### src/rtl/fb_pkg.sv
// Shared framebuffer constants and the clear-engine state encoding.
package fb_pkg;

  localparam int unsigned FB_ADDR_W = 19;
  localparam int unsigned FB_DATA_W = 8;
  localparam int unsigned FB_H_RES  = 640;
  localparam int unsigned FB_V_RES  = 480;
  localparam int unsigned FB_PIXELS = FB_H_RES * FB_V_RES;

  typedef enum logic {
    IDLE  = 1'b0,
    CLEAR = 1'b1
  } clr_state_e;

endpackage

### src/rtl/fb_clear_seq.sv
// Full-frame clear engine: walks every pixel address once per clr_start,
// issuing a write each time the arbiter grants it.
module fb_clear_seq
  import fb_pkg::*;
#(
  parameter int unsigned ADDR_W = FB_ADDR_W,
  parameter int unsigned DATA_W = FB_DATA_W,
  parameter int unsigned PIXELS = FB_PIXELS
) (
  input  logic              iVGA_CLK,
  input  logic              iRST_n,
  input  logic              clr_start,
  input  logic [DATA_W-1:0] clr_color,
  input  logic              clr_gnt,
  output logic              clr_req_c,
  output logic [ADDR_W-1:0] clr_addr,
  output logic [DATA_W-1:0] clr_data,
  output logic              clr_busy,
  output logic              clr_done
);

  localparam logic [ADDR_W-1:0] END_CNT = ADDR_W'(PIXELS);

  clr_state_e        state;
  logic [ADDR_W-1:0] cnt;
  logic [DATA_W-1:0] color;

  // The counter runs one past the last pixel; that extra cycle keeps busy
  // high through the final write and places clr_done right after it.
  always_ff @(posedge iVGA_CLK or negedge iRST_n) begin
    if (!iRST_n) begin
      state    <= IDLE;
      cnt      <= '0;
      color    <= '0;
      clr_busy <= 1'b0;
      clr_done <= 1'b0;
    end else begin
      clr_done <= 1'b0;
      case (state)
        IDLE: begin
          if (clr_start) begin
            state    <= CLEAR;
            cnt      <= '0;
            color    <= clr_color;
            clr_busy <= 1'b1;
          end
        end
        CLEAR: begin
          if (cnt == END_CNT) begin
            state    <= IDLE;
            clr_busy <= 1'b0;
            clr_done <= 1'b1;
          end else if (clr_gnt) begin
            cnt <= cnt + ADDR_W'(1);
          end
        end
        default: state <= IDLE;
      endcase
    end
  end

  assign clr_req_c = (state == CLEAR) && (cnt != END_CNT);
  assign clr_addr  = cnt;
  assign clr_data  = color;

endmodule

### src/rtl/fb_write_arbiter.sv
// Round-robin arbiter for the framebuffer write port (CPU stores vs clear engine).
// Build option FB_VBLANK_ONLY_EN restricts grants to vertical blanking.
module fb_write_arbiter
  import fb_pkg::*;
#(
  parameter int unsigned ADDR_W = FB_ADDR_W,
  parameter int unsigned DATA_W = FB_DATA_W,
  parameter int unsigned H_RES  = FB_H_RES,
  parameter int unsigned V_RES  = FB_V_RES
) (
  input  logic              iVGA_CLK,
  input  logic              iRST_n,
  input  logic              iVBLANK,
  input  logic              cpu_req,
  input  logic [ADDR_W-1:0] cpu_addr,
  input  logic [DATA_W-1:0] cpu_data,
  output logic              cpu_ack,
  input  logic              clr_start,
  input  logic [DATA_W-1:0] clr_color,
  output logic              clr_busy,
  output logic              clr_done,
  output logic              wr_en,
  output logic [ADDR_W-1:0] wr_addr,
  output logic [DATA_W-1:0] wr_data
);

  localparam int unsigned PIXELS = H_RES * V_RES;

  logic              vb_ok_c;
  logic              clr_req_c;
  logic [ADDR_W-1:0] clr_addr;
  logic [DATA_W-1:0] clr_data;
  logic              cpu_elig_c;
  logic              clr_elig_c;
  logic              gnt_cpu_c;
  logic              gnt_clr_c;
  logic              last_cpu;

`ifdef FB_VBLANK_ONLY_EN
  assign vb_ok_c = iVBLANK;
`else
  logic unused_vblank;
  assign unused_vblank = iVBLANK;
  assign vb_ok_c       = 1'b1;
`endif

  fb_clear_seq #(
    .ADDR_W (ADDR_W),
    .DATA_W (DATA_W),
    .PIXELS (PIXELS)
  ) u_clear_seq (
    .iVGA_CLK  (iVGA_CLK),
    .iRST_n    (iRST_n),
    .clr_start (clr_start),
    .clr_color (clr_color),
    .clr_gnt   (gnt_clr_c),
    .clr_req_c (clr_req_c),
    .clr_addr  (clr_addr),
    .clr_data  (clr_data),
    .clr_busy  (clr_busy),
    .clr_done  (clr_done)
  );

  // A request being acked this cycle is already consumed, hence the ~cpu_ack.
  assign cpu_elig_c = cpu_req & ~cpu_ack & vb_ok_c;
  assign clr_elig_c = clr_req_c & vb_ok_c;
  assign gnt_cpu_c  = cpu_elig_c & (~clr_elig_c | ~last_cpu);
  assign gnt_clr_c  = clr_elig_c & (~cpu_elig_c | last_cpu);

  always_ff @(posedge iVGA_CLK or negedge iRST_n) begin
    if (!iRST_n) begin
      wr_en    <= 1'b0;
      wr_addr  <= '0;
      wr_data  <= '0;
      cpu_ack  <= 1'b0;
      last_cpu <= 1'b1;
    end else begin
      wr_en   <= gnt_cpu_c | gnt_clr_c;
      cpu_ack <= gnt_cpu_c;
      if (gnt_cpu_c) begin
        wr_addr  <= cpu_addr;
        wr_data  <= cpu_data;
        last_cpu <= 1'b1;
      end else if (gnt_clr_c) begin
        wr_addr  <= clr_addr;
        wr_data  <= clr_data;
        last_cpu <= 1'b0;
      end
    end
  end

endmodule

### config.mk
export PLATFORM = sky130hd
export DESIGN_NAME = fb_write_arbiter
export DESIGN_NICKNAME = d
export VERILOG_FILES = /design/src/rtl/fb_pkg.sv /design/src/rtl/fb_clear_seq.sv /design/src/rtl/fb_write_arbiter.sv
export SDC_FILE = /design/constraint.sdc
export NUM_CORES = 1
export LEC_CHECK = 0
export CAP_MARGIN = 20
export CORE_MARGIN = 2
export CORE_UTILIZATION = 48
export CTS_CLUSTER_SIZE = 30
export DETAILED_ROUTE_END_ITERATION = 6
export GPL_TIMING_DRIVEN = 0
export PLACE_DENSITY = 0.79
export SLEW_MARGIN = 10
export SYNTH_ARGS = -nofsm -noshare
export SYNTH_HDL_FRONTEND = slang
export SYNTH_HIERARCHICAL = 1
export SYNTH_SLANG_ARGS = --single-unit
export TNS_END_PERCENT = 10
### constraint.sdc
create_clock -name iVGA_CLK -period 5.9 [get_ports iVGA_CLK]
set_input_delay 1.18 -clock iVGA_CLK [delete_from_list [all_inputs] [get_ports iVGA_CLK]]
set_output_delay 1.18 -clock iVGA_CLK [all_outputs]
set_load 0.02 [all_outputs]
==> results of run 1 <==
[routing by layer]
metal	vias up	track usage, %	part of all wire (%)
met5	-	0	0
met2	64	35.6	50
met1	1304	29.7	46
li1	1292	-	-
met4	0	7.50	1.0
met3	7	3.56	3.7
[power by group]
group | internal, mW | leakage, nW | switching [mW] | total, mW
logic | 0.240 | 0.891 | 0.270 | 0.509
clock network | 0.191 | 0.0959 | 0.156 | 0.348
registers | 0.503 | 0.753 | 0.0823 | 0.585
total | 0.934 | 1.74 | 0.508 | 1.44
[layout by cell type, fill, tap and decap left out, drive strengths merged, types with 4 or more instances in the layout]
cell           Yosys  final
clkinv             0      4
clkdlybuf4s50      0     68
a21oi              5      5
dfrtp             59     59
mux2               8      8
clkbuf             5     15
nand4              5      5
nor2              10     10
o221ai            27     27
nand3             35     35
and2               5      5
buf               17     18
inv               31     31
nand2             42     42
o21ai             18     18
o31ai             10     10
[cell type report]
class	instances	share of cell area, %
Clock buffer	10	3.04
Tap cell	77	2.30
Inverter	31	2.77
Timing Repair Buffer	69	16.4
Multi-Input combinational cell	200	34.1
Clock inverter	5	1.28
Buffer	22	4.27
Sequential cell	60	35.8
[worst reg2reg max path: cells and delay by family (launching register included)]
family	cells	cell delay, ns
flip-flops	1	0.45
AO/OA/AOI/OAI	4	1.11
adder cells (fa/ha/maj)	1	0.21
buffers and inverters	2	0.21
AND/OR/NAND/NOR	6	1.16
[registers in the layout, indices dropped and copies added, names as in the netlist]
signal,count
u_clear_seq/clr_data,8
u_clear_seq/clr_addr,19
u_clear_seq/clr_busy,1
u_clear_seq/clr_done,1
u_clear_seq/state,1
wr_data,8
last_cpu,1
wr_en,1
cpu_ack,1
wr_addr,19
[cell families after synthesis]
| family | Yosys count | share of synthesized area (%) |
|---|---|---|
| adder cells (fa/ha/maj) | 2 | 0.775 |
| multiplexers | 8 | 2.79 |
| flip-flops | 60 | 46.6 |
| buffers and inverters | 53 | 9.15 |
| AO/OA/AOI/OAI | 73 | 20.9 |
| AND/OR/NAND/NOR | 117 | 19.8 |
[worst min-delay path by stage]
stage          slack [ns]                                   end                                 start
2_1_floorplan        0.47  u_clear_seq/clr_addr[17]$_DFFE_PN0P_  u_clear_seq/clr_addr[17]$_DFFE_PN0P_
3_3_place_gp         0.49   u_clear_seq/clr_data[5]$_DFFE_PN0P_   u_clear_seq/clr_data[5]$_DFFE_PN0P_
3_5_place_dp         0.50      u_clear_seq/clr_busy$_DFFE_PN0P_      u_clear_seq/clr_busy$_DFFE_PN0P_
4_1_cts              0.52   u_clear_seq/clr_data[7]$_DFFE_PN0P_   u_clear_seq/clr_data[7]$_DFFE_PN0P_
5_1_grt              0.52   u_clear_seq/clr_data[7]$_DFFE_PN0P_   u_clear_seq/clr_data[7]$_DFFE_PN0P_
6_report             0.52   u_clear_seq/clr_data[7]$_DFFE_PN0P_   u_clear_seq/clr_data[7]$_DFFE_PN0P_
==> results.sh, run 1 <==
export IMPL_finalCritPeriodShare_pct=55.6
export IMPL_crit_path_end="u_clear_seq/clr_addr[18]$_DFFE_PN0P_"
export IMPL_ios=71
export IMPL_max_slew_margin_pct=48.8
export IMPL_p_total_mw=1.44
export IMPL_slowest_delay_ns=0.41
export IMPL_setup_viol=0
export IMPL_core_area_um2=6420
export IMPL_drtIter0Drc=166
export IMPL_outcome="completed"
export IMPL_vias=2667
export IMPL_syn_nets=355
export IMPL_ir_drop_uv=200
export IMPL_wirelength_um=7830
export IMPL_final_max_slew_viol_count=0
export IMPL_rows=29
export IMPL_placedCellCount=459
export IMPL_reg2reg_to="u_clear_seq/clr_addr[18]$_DFFE_PN0P_"
export IMPL_worst_ep_arrival_time_ns=3.48
export IMPL_drt_wirelength_per_cell_um=16.5
export IMPL_finalClockSkew_ns=0.00569
export IMPL_cts_clk_slew_worst_paths_ns=0.06
export IMPL_gp_congestion=0.843
export IMPL_hpwl_um=5480
export IMPL_numCtsBuffers=9
export IMPL_place_ws_ns=2.31
export IMPL_yosys_warnings=6
export IMPL_reg2reg_from="u_clear_seq/clr_addr[0]$_DFFE_PN0P_"
export IMPL_critPathSlowestCell="clkdlybuf4s50_1"
export IMPL_design_area_um2=4190
export IMPL_cts_resized=0
export IMPL_postCtsHoldBufs=0
export IMPL_area_growth_pct=29.9
export IMPL_ys_seq_area_share_pct=46.6
export IMPL_hold_violations=0
export IMPL_setup_tns_ns=0
export IMPL_setup_ws_ns=2.62
export IMPL_antenna_found_initial=0
export IMPL_fmaxAchievable_mhz=305
export IMPL_worstPathMaxFanout=10
export IMPL_ys_top_cells_by_count="dfrtp_1, nand2_1, nand3_1"
export IMPL_synthTopCellsByArea="dfrtp_1, o221ai_2, nand3_1, nand2_1, inv_1"
export IMPL_syn_instance_count=313
export IMPL_crit_family="compound AO/OA/AOI/OAI gates"
export IMPL_path_cells="clkdlybuf4s50_1 > nor2b_4 > buf_4 > and2_4 > buf_6 > nor2_1 > a21oi_1 > a31o_4 > and2_2 > a211o_1"
export IMPL_ys_ff_latch=60
export IMPL_die_w_um=86.0
export IMPL_maxCapViolCount=0
export IMPL_synth_most_common_cell="dfrtp_1"
export IMPL_regArea_um2=1500
export IMPL_htreeDepth=3
export IMPL_syn_avg_cell_area_um2=10.3
export IMPL_post_cts_buffers=0
export IMPL_endpoint_kind="flop"
export IMPL_start_util_pct=50.3
export IMPL_synthArstFlopShare_pct=100
export IMPL_finalNonFillerCells=474
export IMPL_synth_edf_count=0
export IMPL_hold_ws_ns=0.518
export IMPL_ant_nets=0
export IMPL_powerDensity_nw_per_um2=344
export IMPL_clock_sink_count=60
export IMPL_die_area_um2=7400
export IMPL_synth_area_leader_cell="dfrtp_1"
export IMPL_r2r_cells=13
export IMPL_r2r_setup_slack_ns=2.65
export IMPL_nNetsFinal=435
export IMPL_track_usage_pct=21.9
export IMPL_grt_pass1_wl_um=12700
export IMPL_gr_total_overflow=0
export IMPL_startpoint_type="input port"
export IMPL_syn_area_um2=3230
export IMPL_grt_max_degree=61
export IMPL_multi_input_area_um2=1430
export IMPL_crit_type="input port to flop"
export IMPL_drive_above_1_share_pct=19.9
export IMPL_path_depth=10
export IMPL_avgViaCountPerCell=5.63
export IMPL_required_ns=6.11
export IMPL_period_minus_slack_ns=3.28
export IMPL_critPathLaunch="cpu_req"
export IMPL_fillers=538
export IMPL_antenna_diode_count=0
export IMPL_rsz0062_at_grt="no"
export IMPL_synth_top_area_share_pct=45.7
export IMPL_clk_latency_ns=0.32
export IMPL_placed_area_um2=4010
export IMPL_clock_root_buffer="clkbuf_8"
export IMPL_portBuffers=69
export IMPL_fin_util_pct=65.3
export IMPL_drc_errors=0
export IMPL_clk_path_buf_depth=2
export IMPL_hold_path_class="flop to flop"
export IMPL_cp_num_buf_inv=3
export IMPL_die_h_um=86.0
export IMPL_synthFlopType="dfrtp_1"
export IMPL_worst_pin_slew_ns=0.768
export IMPL_grt_pass1_vias=2612
export IMPL_ys_types=55
export IMPL_cts_tree="done"
export IMPL_power_leakage_nw=1.74
export IMPL_firstDrtPassIters=4
export IMPL_min_path_cells=1
No activity file was read; power rests on OpenSTA's default activity.
==> inputs of run 2 (changes only) <==
- clock period: 5.9 -> 3.3 ns (I/O delays scaled with it)
==> results.sh, run 2 (synthesized netlist as in run 1, its figures left out) <==
export IMPL_nNetsFinal=435
export IMPL_drtIter0Drc=154
export IMPL_r2r_cells=13
export IMPL_hold_ws_ns=0.412
export IMPL_ir_drop_uv=357
export IMPL_fillers=539
export IMPL_final_max_slew_viol_count=0
export IMPL_worst_pin_slew_ns=0.761
export IMPL_cts_tree="done"
export IMPL_clock_sink_count=60
export IMPL_fmaxAchievable_mhz=328
export IMPL_p_seq_share_pct=40.5
export IMPL_grt_pass1_vias=2612
export IMPL_start_util_pct=50.3
export IMPL_final_cell_mix="clkdlybuf4s50_1, dfrtp_1, nand2_1, nand3_1, inv_1"
export IMPL_avgViaCountPerCell=5.64
export IMPL_vias=2675
export IMPL_gp_congestion=0.843
export IMPL_ios=71
export IMPL_cts_clk_slew_worst_paths_ns=0.07
export IMPL_area_growth_pct=30.1
export IMPL_critPathSlowestCell="dfrtp_1"
export IMPL_clock_root_buffer="clkbuf_8"
export IMPL_placed_area_um2=4010
export IMPL_placedCellCount=459
export IMPL_numCtsBuffers=9
export IMPL_grt_max_degree=61
export IMPL_finalCritPeriodShare_pct=92.5
export IMPL_worstPathMaxFanout=10
export IMPL_track_usage_pct=21.9
export IMPL_layout_commonest_cell="clkdlybuf4s50_1"
export IMPL_r2r_setup_slack_ns=0.25
export IMPL_startpoint_type="flop"
export IMPL_design_area_um2=4200
export IMPL_p_comb_share_pct=35.3
export IMPL_ant_nets=0
export IMPL_gr_total_overflow=0
export IMPL_outcome="completed"
export IMPL_finalClockSkew_ns=0.00638
export IMPL_drive_above_1_share_pct=20.4
export IMPL_required_ns=3.51
export IMPL_post_cts_buffers=0
export IMPL_htreeDepth=3
export IMPL_hold_path_class="input port to asynchronous set/reset pin"
export IMPL_portBuffers=69
export IMPL_p_sw_mw=0.916
export IMPL_die_area_um2=7400
export IMPL_max_slew_margin_pct=49.3
export IMPL_crit_type="flop to flop"
export IMPL_clk_latency_ns=0.33
export IMPL_antenna_found_initial=0
export IMPL_hold_violations=0
export IMPL_path_cells="inv_1 > ha_1 > nand4b_1 > nor4_4 > a21oi_1 > nand2_2 > and2_4 > buf_6 > nor2_2 > a21oi_2 > a31o_4 > and2_2 > a211o_1"
export IMPL_core_area_um2=6420
export IMPL_grt_pass1_wl_um=12700
export IMPL_pwr_share_clk_pct=24.2
export IMPL_reg2reg_from="u_clear_seq/clr_addr[0]$_DFFE_PN0P_"
export IMPL_reg2reg_to="u_clear_seq/clr_addr[18]$_DFFE_PN0P_"
export IMPL_endpoint_kind="flop"
export IMPL_setup_viol=0
export IMPL_slowest_delay_ns=0.45
export IMPL_die_h_um=86.0
export IMPL_wirelength_um=7830
export IMPL_drt_wirelength_per_cell_um=16.5
export IMPL_power_leakage_nw=1.74
export IMPL_maxCapViolCount=0
export IMPL_p_total_mw=2.59
export IMPL_clk_path_buf_depth=2
export IMPL_finalNonFillerCells=474
export IMPL_powerDensity_nw_per_um2=616
export IMPL_worst_ep_arrival_time_ns=3.26
export IMPL_drc_errors=0
export IMPL_die_w_um=86.0
export IMPL_rows=29
export IMPL_rsz0062_at_grt="no"
export IMPL_p_sw_share_pct=35.4
export IMPL_firstDrtPassIters=5
export IMPL_antenna_diode_count=0
export IMPL_period_minus_slack_ns=3.05
export IMPL_p_int_mw=1.67
export IMPL_hpwl_um=5480
-- run 2: worst max path at each step --
| stage | start | endpoint | slack (ns) | cells after the start |
|---|---|---|---|---|
| after floorplan | u_clear_seq/clr_addr[0]$_DFFE_PN0P_ | u_clear_seq/clr_addr[18]$_DFFE_PN0P_ | 0.60 | 13 |
| after global placement | iRST_n | u_clear_seq/clr_data[0]$_DFFE_PN0P_ | -0.37 | 1 |
| after detailed placement | u_clear_seq/clr_addr[0]$_DFFE_PN0P_ | u_clear_seq/clr_addr[18]$_DFFE_PN0P_ | 0.11 | 13 |
| after CTS | u_clear_seq/clr_addr[0]$_DFFE_PN0P_ | u_clear_seq/clr_addr[18]$_DFFE_PN0P_ | 0.09 | 13 |
| after global routing | u_clear_seq/clr_addr[0]$_DFFE_PN0P_ | u_clear_seq/clr_addr[18]$_DFFE_PN0P_ | 0.08 | 13 |
| final | u_clear_seq/clr_addr[0]$_DFFE_PN0P_ | u_clear_seq/clr_addr[18]$_DFFE_PN0P_ | 0.25 | 13 |
-- run 2: timing repair --
action | 4_1_cts | 5_1_grt
hold buffers | 0 | 0
hold endpoints to repair | 0 | 0
resized for setup | 0 | 2
setup endpoints to repair | 0 | 9
-- run 2: critical path, delay by kind of cell (launching register included) --
kind            cells  cell delay (ns)
simple gates        6             1.08
compound gates      4             0.98
flops               1             0.45
buf+inv             2             0.21
fa+ha+maj           1             0.21
-- run 2: final cells by class --
cell class / count / area (um2) / share of cell area, %
Multi-Input combinational cell: 200 / 1440 / 34.2
Clock inverter: 5 / 53.8 / 1.28
Clock buffer: 10 / 128 / 3.04
Tap cell: 77 / 96.3 / 2.29
Timing Repair Buffer: 69 / 688 / 16.4
Buffer: 22 / 179 / 4.26
Inverter: 31 / 116 / 2.77
Sequential cell: 60 / 1500 / 35.8
-- run 2: power by group through the flow --
stage / Sequential (mW) / Clock [mW] / Combinational [mW]
2_1_floorplan: 1.13 / 0 / 0.470
3_3_place_gp: 1.05 / 0 / 0.889
3_5_place_dp: 1.06 / 0 / 0.909
4_1_cts: 1.05 / 0.632 / 0.915
5_1_grt: 1.08 / 0.666 / 0.985
6_report: 1.05 / 0.625 / 0.915
-- run 2: metal layers --
layer  up-vias  global-route usage [%]  share of wire, %
li1       1293                       -                 -
met1      1314                    29.7                45
met2        61                    35.6                50
met3         7                    3.56               3.8
met4         0                    7.50               1.1
met5         -                       0                 0
-- run 2: per-stage QoR --
step,util [%],TNS [ns],setup slack (ns)
after floorplan,-,0,0.605
after global placement,62.5,-21.90,-0.374
after detailed placement,62.5,0,0.109
after CTS,65.3,0,0.0855
after global routing,65.4,0,0.0842
final,65.4,0,0.247
==> inputs of run 3 (changes only) <==
- CAP_MARGIN: 20 -> default
- CTS_CLUSTER_DIAMETER: default -> 50
==> results of run 3 <==
Same layout as run 2: the final DEF is identical, and so are final timing and power.
